[src/rtl/ram_n.sv]
// DEPTH x WIDTH word memory with Hack-style RAMn semantics and a post-reset clear sweep.
// Define RAM_N_READ_REG_EN for a registered (1-cycle, write-first) read port.
module ram_n #(
    parameter  int WIDTH  = 16,
    parameter  int DEPTH  = 8,
    localparam int ADDR_W = $clog2(DEPTH)
) (
    input  logic              clk,
    input  logic              reset,
    input  logic [WIDTH-1:0]  in,
    input  logic              load,
    input  logic [ADDR_W-1:0] address,
    output logic [WIDTH-1:0]  out,
    output logic              busy
);

    localparam logic [0:0] S_IDLE  = 1'b0;
    localparam logic [0:0] S_CLEAR = 1'b1;

    localparam logic [ADDR_W:0]   DEPTH_W  = (ADDR_W+1)'(DEPTH);
    localparam logic [ADDR_W-1:0] LAST_PTR = ADDR_W'(DEPTH - 1);

    logic [0:0]        r_state;
    logic [ADDR_W-1:0] r_clr_ptr;
    logic [WIDTH-1:0]  r_mem [DEPTH];

    logic [0:0]        w_state_nxt;
    logic [ADDR_W-1:0] w_ptr_nxt;
    logic              w_addr_ok;
    logic              w_we;
    logic [ADDR_W-1:0] w_waddr;
    logic [WIDTH-1:0]  w_wdata;
    logic [WIDTH-1:0]  w_rd_word;

    assign busy      = (r_state == S_CLEAR);
    assign w_addr_ok = ({1'b0, address} < DEPTH_W);
    assign w_rd_word = w_addr_ok ? r_mem[address] : '0;

    always_comb begin
        w_state_nxt = r_state;
        w_ptr_nxt   = r_clr_ptr;
        if (reset) begin
            w_state_nxt = S_CLEAR;
            w_ptr_nxt   = '0;
        end else if (r_state == S_CLEAR) begin
            if (r_clr_ptr == LAST_PTR) begin
                w_state_nxt = S_IDLE;
                w_ptr_nxt   = '0;
            end else begin
                w_ptr_nxt = r_clr_ptr + 1'b1;
            end
        end
    end

    // Single write port shared by the clear sweep and user writes.
    always_comb begin
        w_we    = 1'b0;
        w_waddr = address;
        w_wdata = in;
        if (!reset) begin
            if (r_state == S_CLEAR) begin
                w_we    = 1'b1;
                w_waddr = r_clr_ptr;
                w_wdata = '0;
            end else begin
                w_we = load && w_addr_ok;
            end
        end
    end

    always_ff @(posedge clk) begin
        if (reset) begin
            r_state   <= S_CLEAR;
            r_clr_ptr <= '0;
        end else begin
            r_state   <= w_state_nxt;
            r_clr_ptr <= w_ptr_nxt;
        end
    end

    always_ff @(posedge clk) begin
        if (w_we)
            r_mem[w_waddr] <= w_wdata;
    end

`ifdef RAM_N_READ_REG_EN
    logic [WIDTH-1:0] r_out;
    logic [WIDTH-1:0] w_rd_next;

    // Write-first: a same-edge write to the read address is forwarded.
    always_comb begin
        w_rd_next = w_rd_word;
        if (w_we && (w_waddr == address))
            w_rd_next = w_wdata;
    end

    always_ff @(posedge clk) begin
        if (reset)
            r_out <= '0;
        else if ((w_state_nxt == S_CLEAR) || !w_addr_ok)
            r_out <= '0;
        else
            r_out <= w_rd_next;
    end

    assign out = r_out;
`else
    assign out = busy ? '0 : w_rd_word;
`endif

endmodule

[config.mk]
export PLATFORM = sky130hd
export DESIGN_NAME = ram_n
export DESIGN_NICKNAME = d
export VERILOG_FILES = /design/src/rtl/ram_n.sv
export SDC_FILE = /design/constraint.sdc
export NUM_CORES = 1
export LEC_CHECK = 0
export CELL_PAD_IN_SITES_DETAIL_PLACEMENT = 1
export CELL_PAD_IN_SITES_GLOBAL_PLACEMENT = 2
export CORE_MARGIN = 2
export CORE_UTILIZATION = 45
export DETAILED_ROUTE_END_ITERATION = 8
export GPL_TIMING_DRIVEN = 0
export HOLD_SLACK_MARGIN = 0.05
export PLACE_DENSITY = 0.81
export SYNTH_ARGS = -nofsm -noshare
export SYNTH_HDL_FRONTEND = slang
export SYNTH_SLANG_ARGS = --single-unit
[constraint.sdc]
create_clock -name clk -period 2.7 [get_ports clk]
set_input_delay 0.405 -clock clk [delete_from_list [all_inputs] [get_ports clk]]
set_output_delay 0.405 -clock clk [all_outputs]
set_load 0.01 [all_outputs]
Yosys cells after proc, flatten, opt, wreduce, memory -nomap -nowiden. Memories as Yosys holds them, arrays and structs flattened. Index checks and enable logic that the tools add are counted.

Add/sub/neg operators: 1. Equal/unequal tests: 1. Multiplexer cells: 12.

Operator list (number): two-way mux 16 bit (3); two-way mux 3 bit (3); two-way mux 1 bit (6); adder 3 x 1 -> 3 bit (second input constant) (1); == test 3 bit (second input constant) (1).

Bits in writable memories: 128. Bits in registers: 4. Bits of input ports: 22. Output and inout bits: 17. Memories kept: 1.

Memory list: r_mem (words 8, bits a word 16, read ports 1, clocked after Yosys merged registers in 0, wr ports 1, line 25) `logic [WIDTH-1:0] r_mem [DEPTH];`.

Depth between registers and ports, before layout.
Word-level depth: 4. Mapped depth: 5. Gate-level depth less buffers: 5.

Worst setup path after synthesis. OpenSTA, ideal clock, no wires.

Kind: in2reg. From: input port reset. To: memory r_mem[2][0] (enable). Stages: 4. Buffers on the path: 1. Slack: 677 ps. Required time: 2312 ps. Setup time: 388 ps. Data arrival time: 1635 ps. Path through: clkbuf_1 nor4bb_1 a31oi_1 nor2_1.

Longest elaborated chain between the ends: 3.

Ends and longest elaborated chain: from (decl) (line 9) `input logic reset,`; two-way mux 1 bit (line 60) `if (!reset) begin`; two-way mux 1 bit (line 82) `if (w_we)`; two-way mux 1 bit (not written as such) (line 83) `r_mem[w_waddr] <= w_wdata;`; to (decl) (line 25).

Parallel ways exist; a longest one is shown, timed or not.

Worst setup path after layout.
From: register r_state, in the netlist busy. To: output port out[14].

Longest elaborated chain between the ends: 1.

Ends and longest elaborated chain: from (decl) (line 23) `logic [0:0] r_state;`; from (signal assigned) (line 76) `r_state <= w_state_nxt;`; two-way mux 16 bit (line 108) `assign out = busy ? '0 : w_rd_word;`; to (decl) (line 13) `output logic [WIDTH-1:0] out,`.

No other way between the ends.

==> impl_metrics.csv <==
group,metric,value,unit
power_and_ir_drop,seq_power_share,46.9,%
detailed_routing,routed_wl,11.3,mm
placement,dp_hpwl,7.11,mm
sta,rsz0062_at_grt,"no",
placement,port-buffer-count,35,
global_route,overflow,0,
placement,dpl_cell_area,6010,um^2
global_route,grt_pass1_wl,17.6,mm
clock_tree,post_cts_buffers,0,
power_and_ir_drop,intPower,0.00400,W
synthesis,ys_warn_count,0,
layout,fillers,981,
placement,place_congestion,0.691,
power_and_ir_drop,irDropWorstVdd,0.504,mV
detailed_routing,wl_per_cell,23.4,um
worst_hold_path,holdCritPathClass,"reg -> reg",
critical_path,crit_buf_inv,4,
detailed_routing,vias,2677,
synthesis,synth_area_per_cell,20.2,um^2
sta,fmax,390,MHz
clock_tree,clk_path_buf_depth,2,
detailed_routing,drtIter0Drc,164,
critical_path,cpMaxStageDelayCell,"clkdlybuf4s50_1",
global_route,antenna_found_initial,0,
layout,final_common_cell,"edfxtp_1",
detailed_routing,via_per_inst,5.55,
layout,multiInputGateArea,1290,um^2
placement,dp_cells,450,
critical_path,cp-start-kind,"flop",
sta,timing.slew.headroom,56.4,%
clock_tree,clk_pin_slew,0.06,ns
clock_tree,postCtsHoldBufs,0,
clock_tree,clockRootBuffer,"clkbuf_16",
clock_tree,clk_latency,0.41,ns
synthesis,synth_cells,264,
synthesis,syn_area,5320,um^2
clock_tree,cts_sinks,132,
sta,tightest_slew,0.654,ns
critical_path,crit_path_end_kind,"primary output",
flow_run,max_cap_viol_count,0,
critical_path,rr_endpoint,"r_mem[0][14]$_DFFE_PP_",
clock_tree,cts-buffers-inserted,17,
sta,skew,0.00641,ns
run_status,status,"complete, no violations",
detailed_routing,drtPass1Iterations,4,
detailed_routing,antenna_left,0,
power_and_ir_drop,pwr-share-comb,6.1,%
layout,syn_to_final_growth,24.3,%
global_route,grt_max_degree,17,
floorplanning,die_h,113,um
power_and_ir_drop,netSwitchingFraction,19.6,%
power_and_ir_drop,leakage,2.26,nW
sta,tns,0,ns
synthesis,syn-num-nets,288,
floorplanning,die_x,113,um
layout,final_cell_mix,"edfxtp_1, clkdlybuf4s50_1, mux4_2",
sta,finalMaxSlewViolations,0,
synthesis,ys_top_cells_by_area,"edfxtp_1, mux4_2, mux2i_1",
synthesis,ys_seq_area_share,73.7,%
clock_tree,clock_tree.htree_level_count,4,
global_route,track_usage,19.3,%
floorplanning,rows,39,
critical_path,cp_max_fo,10,
sta,setup_viol,0,
synthesis,synth_cell_type_count,25,
sta,hold_viol,0,
clock_tree,cts_tree,"yes",
power_and_ir_drop,clkPwrFrac,47.0,%
critical_path,r2r_slack,0.53,ns
critical_path,rr_startpoint,"busy$_SDFF_PP1_",
critical_path,cpMostUsedCell,"buf_2",
worst_hold_path,min_path_cells,2,
layout,final_area,6620,um^2
worst_hold_path,min_to,"r_clr_ptr[1]$_SDFFE_PP0P_",
critical_path,critPathTopFamily,"buffers and inverters",
layout,drive_above_1_share,24.5,%
critical_path,worstPathCellList,"buf_2 -> buf_2 -> clkbuf_4 -> nor2_1 -> clkdlybuf4s50_1",
layout,instances_no_fill,482,
synthesis,synth_top_area_share,72.2,%
critical_path,reg2reg_depth,5,
floorplanning,core_area,11500,um^2
power_and_ir_drop,p_sw,0.000977,W
worst_hold_path,hold_start,"r_clr_ptr[1]$_SDFFE_PP0P_",
synthesis,synth-seq-cells,132,
layout,fin_nets,350,
critical_path,max_stage_delay,0.58,ns
floorplanning,io_pins,39,
global_route,grt_pass1_vias,2959,
critical_path,critPathRequiredTime,2.30,ns
layout,seq_area,3920,um^2
sta,min_period,2.56,ns
detailed_routing,drc,0,
sta,period_share,94.9,%
power_and_ir_drop,power.density,752,nW/um^2
critical_path,critical_path_class,"reg -> out",
power_and_ir_drop,power.total,0.00498,W
layout,antenna_cells,0,
synthesis,yosysTopAreaCell,"edfxtp_1",
floorplanning,start_util,46.4,%
floorplanning,design.die.area,12700,um^2
critical_path,worstPathArrival,2.16,ns
## worst min-delay path: stages, from the launching register on
cell and delay [ns]:
dfxtp_1 0.35, mux2i_1 0.14, nor2_1 0.05
## layer usage
layer / track usage, % / part of all wire [%] / vias up / routed length, um
met3: 4.23 / 4.4 / 11 / 492
met5: 0 / 0 / - / 0
met4: 6.50 / 1.0 / 0 / 115
met1: 26.9 / 45 / 1401 / 5040
li1: - / - / 1192 / -
met2: 30.7 / 50 / 73 / 5610
## metrics by stage
stage               setup slack [ns]  util [%]  hold slack [ns]
finish                         0.138      57.7            0.593
floorplan                      0.677         -            0.534
detailed placement            -0.158      52.4            0.593
CTS                           0.0101      57.7            0.602
global route                  0.0158      57.7            0.661
global placement              -0.815      51.0            0.554
## synthesized netlist by cell type
cell type	count
nor2b_1	2
ha_1	2
dfxtp_1	4
nor2_1	27
mux4_2	28
buf_12	2
nor4b_1	1
nand2_1	1
buf_2	8
o21bai_1	1
a21o_1	2
mux4_1	4
nand3b_1	1
a31oi_1	4
nand2b_1	1
buf_6	2
mux2i_1	18
clkbuf_1	4
inv_1	3
and4b_1	1
a21oi_1	1
nor4bb_1	2
and2_1	16
nor3b_1	1
edfxtp_1	128
## power groups by stage
stage / Combinational, W / Clock [W] / Sequential (W)
floorplan: 0.000188 / 0 / 0.00237
global placement: 0.000272 / 0 / 0.00237
detailed placement: 0.000308 / 0 / 0.00238
CTS: 0.000310 / 0.00237 / 0.00234
global route: 0.000330 / 0.00246 / 0.00234
finish: 0.000304 / 0.00234 / 0.00234
## cell families after synthesis
group	after synthesis	share of synthesized area (%)
compound gates	8	0.987
fa+ha+maj	2	0.470
buf+inv	19	2.42
flops	132	73.7
mux	50	17.2
simple gates	53	5.22
## repair_timing
action / 4_1_cts / 5_1_grt
endpoints found under the hold margin: 0 / 0
pin swaps: 0 / 0
endpoints found under the setup margin: 10 / 10
gates resized for setup: 1 / 2
## worst max path at each step
stage                          from                     to  cells after the start
floorplan                     reset  r_mem[2][0]$_DFFE_PP_                      4
global placement              reset  r_mem[7][7]$_DFFE_PP_                      5
detailed placement            reset  r_mem[6][7]$_DFFE_PP_                      6
CTS                 busy$_SDFF_PP1_                out[14]                      5
global route        busy$_SDFF_PP1_                out[14]                      5
finish              busy$_SDFF_PP1_                out[14]                      5
## cell type report
class,instances,area share [%]
flip-flops and latches,132,59.3
clock inverters,10,2.36
multi-input cells,113,19.5
inverters,3,0.170
clock buffers,22,6.71
plain buffers,16,1.83
repair buffers,43,7.43
well taps,143,2.70
## flip-flops by register name, indices dropped and copies added (netlist names)
register   cells
busy           1
r_clr_ptr      3
r_mem        128
Note: power is estimated with default switching activity, not from simulation.
